$ cat src/rtl/icache_ctrl_nway_pkg.sv
// Shared constants for the N-way ICache controller: FSM encodings and a width helper.
package icache_ctrl_nway_pkg;

    localparam logic [2:0] S_IDLE   = 3'd0;
    localparam logic [2:0] S_LOOKUP = 3'd1;
    localparam logic [2:0] S_CMP    = 3'd2;
    localparam logic [2:0] S_MISS   = 3'd3;
    localparam logic [2:0] S_REFILL = 3'd4;
    localparam logic [2:0] S_WRITE  = 3'd5;
    localparam logic [2:0] S_INVAL  = 3'd6;

    // Index width that never collapses to zero bits (single-word lines still need a port).
    function automatic int clog2_min1(input int n);
        return (n > 1) ? $clog2(n) : 1;
    endfunction

endpackage

$ cat src/rtl/icache_refill_buffer.sv
// Line assembly buffer: collects refill beats in order and exposes the whole line
// plus one selected word for the fetch response.
module icache_refill_buffer
    import icache_ctrl_nway_pkg::*;
#(
    parameter int LINE_WORDS = 4,
    parameter int WORD       = 32,
    localparam int CW        = clog2_min1(LINE_WORDS)
) (
    input  logic                         clk,
    input  logic                         rst,
    input  logic                         clr,
    input  logic                         we,
    input  logic [WORD-1:0]              wdata,
    input  logic [CW-1:0]                rd_off,
    output logic [LINE_WORDS*WORD-1:0]   line,
    output logic                         last_slot,
    output logic [WORD-1:0]              rd_word
);

    logic [LINE_WORDS-1:0][WORD-1:0] words_q, words_d;
    logic [CW-1:0]                   cnt_q, cnt_d;

    // Beat write at the current slot; clearing only rewinds the counter so an early
    // last beat leaves the tail words as they were.
    always_comb begin
        words_d = words_q;
        cnt_d   = cnt_q;
        if (clr) begin
            cnt_d = '0;
        end else if (we) begin
            words_d[cnt_q] = wdata;
            cnt_d          = cnt_q + 1'b1;
        end
    end

    // Buffer and beat counter state.
    always_ff @(posedge clk) begin
        if (rst) begin
            words_q <= '0;
            cnt_q   <= '0;
        end else begin
            words_q <= words_d;
            cnt_q   <= cnt_d;
        end
    end

    assign line      = words_q;
    assign last_slot = (cnt_q == CW'(LINE_WORDS - 1));
    assign rd_word   = words_q[rd_off];

endmodule

$ cat src/rtl/icache_ctrl_nway.sv
// N-way set-associative ICache control FSM: lookup/compare, line or single-word
// refill through the read bridge, round-robin fill way, and index invalidate.
module icache_ctrl_nway
    import icache_ctrl_nway_pkg::*;
#(
    parameter int WAYS       = 2,
    parameter int LINE_WORDS = 4,
    parameter int WORD       = 32
) (
    input  logic                         clk,
    input  logic                         rst,
    input  logic                         pipeline_valid,
    input  logic [WORD-1:0]              addr,
    input  logic                         uncached,
    input  logic [WAYS-1:0]              hit,
    input  logic                         inv_valid,
    input  logic                         mem_addr_ok,
    input  logic                         mem_ret_valid,
    input  logic                         mem_ret_last,
    input  logic [WORD-1:0]              mem_ret_data,
    output logic                         rbuf_we,
    output logic                         pipeline_ready,
    output logic [$clog2(WAYS)-1:0]      select_way,
    output logic                         is_data_from_mem,
    output logic [WORD-1:0]              resp_data,
    output logic                         mem_rd_req,
    output logic                         mem_rd_type,
    output logic [WORD-1:0]              mem_rd_addr,
    output logic [WAYS-1:0]              cache_we,
    output logic [LINE_WORDS*WORD-1:0]   refill_line,
    output logic [WAYS-1:0]              inv_we,
    output logic                         inv_ready
);

    localparam int PW = $clog2(WAYS);
    localparam int CW = clog2_min1(LINE_WORDS);
    localparam logic [WORD-1:0] LINE_MASK = WORD'(LINE_WORDS * 4 - 1);

    logic [2:0]      state_q, state_d;
    logic [WORD-1:0] addr_q, addr_d;
    logic            unc_q, unc_d;
    logic [PW-1:0]   ptr_q, ptr_d;

    logic                       rb_clr, rb_we, rb_last_slot;
    logic [CW-1:0]              rb_off;
    logic [WORD-1:0]            rb_word;
    logic [LINE_WORDS*WORD-1:0] rb_line;
    logic [PW-1:0]              hit_idx;

    icache_refill_buffer #(.LINE_WORDS(LINE_WORDS), .WORD(WORD)) u_rbuf (
        .clk       (clk),
        .rst       (rst),
        .clr       (rb_clr),
        .we        (rb_we),
        .wdata     (mem_ret_data),
        .rd_off    (rb_off),
        .line      (rb_line),
        .last_slot (rb_last_slot),
        .rd_word   (rb_word)
    );

    // Uncached fetches always return the single beat held in word 0.
    assign rb_off = (unc_q || LINE_WORDS == 1) ? '0 : addr_q[2 +: CW];

    // Lowest-numbered matching way wins when several tags match.
    always_comb begin
        hit_idx = '0;
        for (int i = WAYS - 1; i >= 0; i--)
            if (hit[i]) hit_idx = PW'(i);
    end

    // Next state and outputs; everything is forced quiet while reset is held so a
    // reset landing in WRITE can never commit a line.
    always_comb begin
        state_d          = state_q;
        addr_d           = addr_q;
        unc_d            = unc_q;
        ptr_d            = ptr_q;
        rb_clr           = 1'b0;
        rb_we            = 1'b0;
        rbuf_we          = 1'b0;
        pipeline_ready   = 1'b0;
        select_way       = '0;
        is_data_from_mem = 1'b0;
        resp_data        = '0;
        mem_rd_req       = 1'b0;
        mem_rd_type      = 1'b0;
        mem_rd_addr      = '0;
        cache_we         = '0;
        refill_line      = '0;
        inv_we           = '0;
        inv_ready        = 1'b0;
        if (!rst) begin
            case (state_q)
                S_IDLE: begin
                    if (inv_valid) begin
                        state_d = S_INVAL;
                    end else if (pipeline_valid) begin
                        rbuf_we = 1'b1;
                        addr_d  = addr;
                        unc_d   = uncached;
                        state_d = S_LOOKUP;
                    end
                end
                S_LOOKUP: state_d = S_CMP;
                S_CMP: begin
                    if (!unc_q && |hit) begin
                        pipeline_ready = 1'b1;
                        select_way     = hit_idx;
                        state_d        = S_IDLE;
                    end else begin
                        state_d = S_MISS;
                    end
                end
                S_MISS: begin
                    mem_rd_req  = 1'b1;
                    mem_rd_type = ~unc_q;
                    mem_rd_addr = unc_q ? addr_q : (addr_q & ~LINE_MASK);
                    if (mem_addr_ok) begin
                        rb_clr  = 1'b1;
                        state_d = S_REFILL;
                    end
                end
                S_REFILL: begin
                    if (mem_ret_valid) begin
                        rb_we = 1'b1;
                        if (mem_ret_last || rb_last_slot) state_d = S_WRITE;
                    end
                end
                S_WRITE: begin
                    pipeline_ready   = 1'b1;
                    is_data_from_mem = 1'b1;
                    resp_data        = rb_word;
                    if (!unc_q) begin
                        cache_we    = WAYS'(1) << ptr_q;
                        refill_line = rb_line;
                        ptr_d       = ptr_q + 1'b1;
                    end
                    state_d = S_IDLE;
                end
                S_INVAL: begin
                    inv_we    = '1;
                    inv_ready = 1'b1;
                    state_d   = S_IDLE;
                end
                default: state_d = S_IDLE;
            endcase
        end
    end

    // FSM state, request buffer and replacement pointer.
    always_ff @(posedge clk) begin
        if (rst) begin
            state_q <= S_IDLE;
            addr_q  <= '0;
            unc_q   <= 1'b0;
            ptr_q   <= '0;
        end else begin
            state_q <= state_d;
            addr_q  <= addr_d;
            unc_q   <= unc_d;
            ptr_q   <= ptr_d;
        end
    end

endmodule

$ cat config.mk
export PLATFORM = sky130hd
export DESIGN_NAME = icache_ctrl_nway
export DESIGN_NICKNAME = d
export VERILOG_FILES = /design/src/rtl/icache_ctrl_nway_pkg.sv /design/src/rtl/icache_refill_buffer.sv /design/src/rtl/icache_ctrl_nway.sv
export SDC_FILE = /design/constraint.sdc
export NUM_CORES = 1
export LEC_CHECK = 0
export CORE_MARGIN = 5
export CORE_UTILIZATION = 51
export DETAILED_ROUTE_END_ITERATION = 8
export PLACE_DENSITY = 0.87
export SLEW_MARGIN = 5
export SYNTH_ARGS = -nofsm -noshare
export SYNTH_HDL_FRONTEND = slang
export SYNTH_SLANG_ARGS = --single-unit
$ cat constraint.sdc
create_clock -name clk -period 3.1 [get_ports clk]
set_input_delay 0.465 -clock clk [delete_from_list [all_inputs] [get_ports clk]]
set_output_delay 0.465 -clock clk [all_outputs]
set_load 0.005 [all_outputs]
# [Word-level counts from Yosys, hierarchy flattened]
# Index checks and enable logic that the tools add are counted.
[totals] output_inout_bits=203 input_bits=74 latch_bits=0 mem_count=0 register_bits=167 ramBits=0 romBits=0
[classes] shifts=1 n_addsub=2 div=0 mux=52 bitwise_logic=3 n_mul=0 n_reduce_logical=11 eq_ne=11 order_cmp=3
[op_table] operator="two-way mux 128 bit" n=3
[op_table] operator="two-way mux 32 bit" n=6
[op_table] operator="bitwise mux 128 bit" n=1
[op_table] operator="binary-select mux 32 bit (select 2 bit)" n=1
[op_table] operator="demux 32 bit (select 2 bit)" n=1
[op_table] operator="two-way mux 1 bit" n=25
[op_table] operator="two-way mux 3 bit" n=5
[op_table] operator="one-hot mux 3 bit (5 select lines)" n=1
[op_table] operator="two-way mux 2 bit" n=7
[op_table] operator="equality test 3 bit, second input constant" n=3
[op_table] operator="equality test 3 x 2 -> 1 bit, second input constant" n=2
[op_table] operator="< comparator 2 x 3 -> 1 bit, second input constant" n=2
[op_table] operator="!= test 2 bit, second input constant" n=3
[op_table] operator="two-way mux 4 bit" n=1
[op_table] operator="AND reduction 2 bit" n=2
[op_table] operator="AND reduction 4 bit" n=1
[op_table] operator="OR reduction 2 bit" n=2
[op_table] operator="equality test 3 x 1 -> 1 bit, second input constant" n=1
[op_table] operator="logical NOT 3 bit" n=1
[op_table] operator="!= test 3 bit, second input constant" n=1
[op_table] operator="NOT 1 bit" n=3
[op_table] operator="AND reduction 3 bit" n=1
[op_table] operator="adder 2 x 1 -> 2 bit, second input constant" n=1
[op_table] operator="equality test 2 bit, second input constant" n=1
[op_table] operator="7 further kinds" n=8

# [Logic depth before layout (Yosys ltp)]
[logic_depth] word_depth=5 ltp_mapped=7 mapped_depth_nobuf=5

# [Modules after synthesis]
# A second synthesis with hierarchy kept.
[hier_totals] cells_unflattened=921 area_unflattened_um2=9041.2
[by_module_without_submodules] mod="icache_refill_buffer" area_each_um2=6064.6 cells_each=508 instances=1
[by_module_without_submodules] mod="icache_ctrl_nway" area_each_um2=2976.6 cells_each=413 instances=1

# [Worst setup path before layout]
# OpenSTA, ideal clock, no wires.
[synth_path] path_type="input-to-output" startpoint="input port rst" endpoint="output port refill_line[100]" stages=7 arrival_ns=1.546 n_path_buf=4 setup_slack_ns=1.089 required_time_ns=2.635 path_cell_list="buf_2 -> nand4bb_1 -> buf_2 -> nor2_2 -> buf_4 -> clkbuf_1 -> and2_1"
[synth_via] elab_chain_len=1
[synth_rtl] item="start, declared" line_no="icache_ctrl_nway.sv:11" source="input logic rst,"
[synth_rtl] item="two-way mux 128 bit" line_no="icache_ctrl_nway.sv:93" source="if (!rst) begin"
[synth_rtl] item="end, declared" line_no="icache_ctrl_nway.sv:30" source="output logic [LINE_WORDS*WORD-1:0] refill_line,"
# Every way passes these cells.

# [Final worst setup path]
[layout_path] startpoint="register addr_q[2]" endpoint="output port resp_data[3]"
[layout_via] elab_chain_len=5
[layout_rtl] item="start, declared" line_no="icache_ctrl_nway.sv:40" source="logic [WORD-1:0] addr_q, addr_d;"
[layout_rtl] item="start signal, assigned" line_no="icache_ctrl_nway.sv:160" source="addr_q <= addr_d;"
[layout_rtl] item="two-way mux 2 bit" line_no="icache_ctrl_nway.sv:63" source="assign rb_off = (unc_q || LINE_WORDS == 1) ? '0 : addr_q[2 +: CW];"
[layout_rtl] item="binary-select mux 32 bit (select 2 bit)" line_no="icache_refill_buffer.sv:50" source="assign rd_word = words_q[rd_off];"
[layout_rtl] item="two-way mux 32 bit (implied by the code)" line_no="icache_refill_buffer.sv:50"
[layout_rtl] item="two-way mux 32 bit" line_no="icache_ctrl_nway.sv:94" source="case (state_q)"
[layout_rtl] item="two-way mux 32 bit" line_no="icache_ctrl_nway.sv:93"
[layout_rtl] item="end, declared" line_no="icache_ctrl_nway.sv:25" source="output logic [WORD-1:0] resp_data,"
# Every way passes these cells. The select of a mux whose other input is x is not followed.

==> impl_metrics.ini <==
[logic_synthesis]
ys_warn_count = 0
synth-compound-area-share_pct = 23.9
synth_ff_type = dfxtp_1
ys_async_sr_fraction_pct = 0
synth_seq_area_share_pct = 38.0
synth_seq_cells = 167
synth_edf_count = 0
avgSynthCellArea_um2 = 8.24
synth_cell_types = 47
netlist.area_leader.share_pct = 38.0
syn_area_mm2 = 0.00879
synth_top_family_by_area = compound AO/OA/AOI/OAI gates
synthXorXnorAreaFrac_pct = 0.0996
ys_top_cells_by_area = dfxtp_1, and2_1, mux2i_1
yosysTopAreaCell = dfxtp_1
synth.area.mux_share_pct = 7.29
syn-num-nets = 1145
synthSimpleGateAreaFrac_pct = 22.6
yosys.area_share.adder_pct = 0.569
syn_inst = 1067

[clock_tree]
htreeDepth = 4
post-cts-setup-buffer-count = 0
post_cts_resized = 0
cts_tree = done
hold_buffers = 0
cts_root_buf = clkbuf_16
cts_sinks = 167
clkTransAtPathRegs_ps = 70
cts_buffers = 17
cts_buffer_depth = 2
clk-insertion-delay-late_ps = 430

[worst_setup_path]
cpPeakStageDelay_ps = 570
crit_chain = nor2b_4 > buf_6 > mux2i_1 > a211oi_1 > clkdlybuf4s50_1
critPathCaptureType = output port
cp-startpoint = addr_q[2]
worstPathRequired_ps = 2630
cp_max_fo = 20
cp.arrival_ps = 2520
cp-start-kind = register
reg2reg_from = u_rbuf.cnt_q[1]
path_delay_family = buffers and inverters
crit_slowest_cell = clkdlybuf4s50_1
criticalPathCategory = register to output port
path_buf_inv = 2

[pwr]
ir_drop_v = 0.000399
power.switching_mw = 1.30
internal_power_mw = 3.81
p_comb_share_pct = 12.0
p_clk_share_pct = 44.4
p_leak_nw = 4.15
power.density_mw_per_mm2 = 418
pwr-share-seq_pct = 43.6
sw_frac_of_total_pct = 25.5

[final_layout]
final_cell_mix = clkdlybuf4s50_1, dfxtp_1, and2_1
mostFrequentLayoutCell = clkdlybuf4s50_1
syn_to_final_growth_pct = 39.1
final_cells = 1504
fin_nets = 1346
drive_gt1_share_pct = 6.02
design_area_mm2 = 0.0122
n_antenna_cell = 0
fillers = 1330

[placed_design]
place_congestion = 0.845
dp_cells = 1474
port_buffers = 276
dpl.hpwl_um = 20100
place_ws_ps = 435
placed_cell_area_mm2 = 0.0116

[floorplanning]
die_height_um = 141
die-area_mm2 = 0.0200
rows = 48
die-width_um = 141
ios = 277
initial_utilization_pct = 51.4
core_region_area_mm2 = 0.0171

[route]
post_drt_wl_per_cell_um = 19.9
drt_wl_total_um = 30000
post_drt_via_cell_ratio = 6.01
drt.antenna.violating_nets = 0
drc = 0
firstDrtPassIters = 8
via_count = 9043
drtIter0Drc = 937

[sta]
fin_skew_ps = 8.97
fin_crit_sh_pct = 96.2
fin_ws_ps = 117
fmax_mhz = 335
maxSlewViolCount = 0
fin_crit_ps = 2980
worst_pin_slew_ps = 1070
setup_viol = 0
final.setup.tns_ps = 0
relSlewSlack_pct = 28.7
finalHoldViolCount = 0
rsz0062_at_grt = no

[grt]
gr-total-overflow = 0
antenna_found_initial = 0
grt_pass1_vias = 8634
grt_pass1_wl_um = 47000
grt_start_max_net_pins = 106
track_usage_pct = 29.1

[hold_path]
min_path_type = register to register
hp-start = addr_q[19]

[outcome]
outcome = completed

[run]
cap_violations = 0
cell type report:
cell class / count / area [µm²] / share of cell area (%)
clock inverter: 10 / 170 / 1.39
sequential: 167 / 3350 / 27.4
tap: 225 / 282 / 2.30
inverter: 27 / 101 / 0.829
multi-input combinational: 748 / 4820 / 39.4
clock buffer: 20 / 457 / 3.73
timing repair buffer: 307 / 3060 / 25.0
through the flow:
step	util [%]	hold WS [ps]	power, mW
after floorplan	-	442	2.63
after global routing	71.4	499	5.27
after global placement	67.7	452	2.87
after CTS	71.4	471	5.11
after detailed placement	67.7	460	2.88
final	71.4	471	5.12
logic make-up after synthesis:
group,after synthesis
mux,64
xor+xnor,1
flops,167
fa+ha+maj,4
buf+inv,152
simple gates,342
compound gates,337
sequential cells by signal, indices dropped and copies added (netlist names):
register      flops
u_rbuf.line     128
addr_q           32
state_q           3
u_rbuf.cnt_q      2
ptr_q             1
unc_q             1
layer usage:
metal / up-vias / wire, µm / GRT usage (%)
li1: 4213 / - / -
met1: 4316 / 12400 / 37.8
met2: 452 / 14400 / 47.5
met3: 62 / 2380 / 6.17
met4: 0 / 820 / 11.3
met5: - / 0 / 0
synthesized netlist by cell type, types with 25 or more instances:
cell and count:
a211oi_1 64, a21oi_1 72, and2_1 157, buf_2 25, clkbuf_1 85, dfxtp_1 167, inv_1 27, mux2i_1 64
nand2_1 47, nand3_1 70, nor2b_1 34, o21ai_0 121, o311ai_0 56
worst register-to-register path: cells and delay by family, from the launching register on:
family | cells | cell delay [ps]
adders and majority gates | 1 | 350
DFF | 1 | 400
AOI/OAI and AO/OA | 2 | 730
buffers and inverters | 1 | 530
power by group through the flow:
stage               Sequential (mW)  Combinational, mW  Clock (mW)
CTS                            2.23              0.603        2.27
global placement               2.28              0.587           0
detailed placement             2.28              0.599           0
global route                   2.24              0.657        2.38
finish                         2.23              0.613        2.27
floorplan                      2.26              0.371           0
final timing paths:
| kind | to | slack, ps | depth (start not counted) |
|---|---|---|---|
| hold / removal | addr_q[19] | 470 | 2 |
| setup reg to reg | u_rbuf.line[123] | 950 | 4 |
| hold reg to reg | addr_q[19] | 470 | 2 |
| setup / recovery | resp_data[3] | 120 | 5 |
Power figures use the tool's default switching activity.
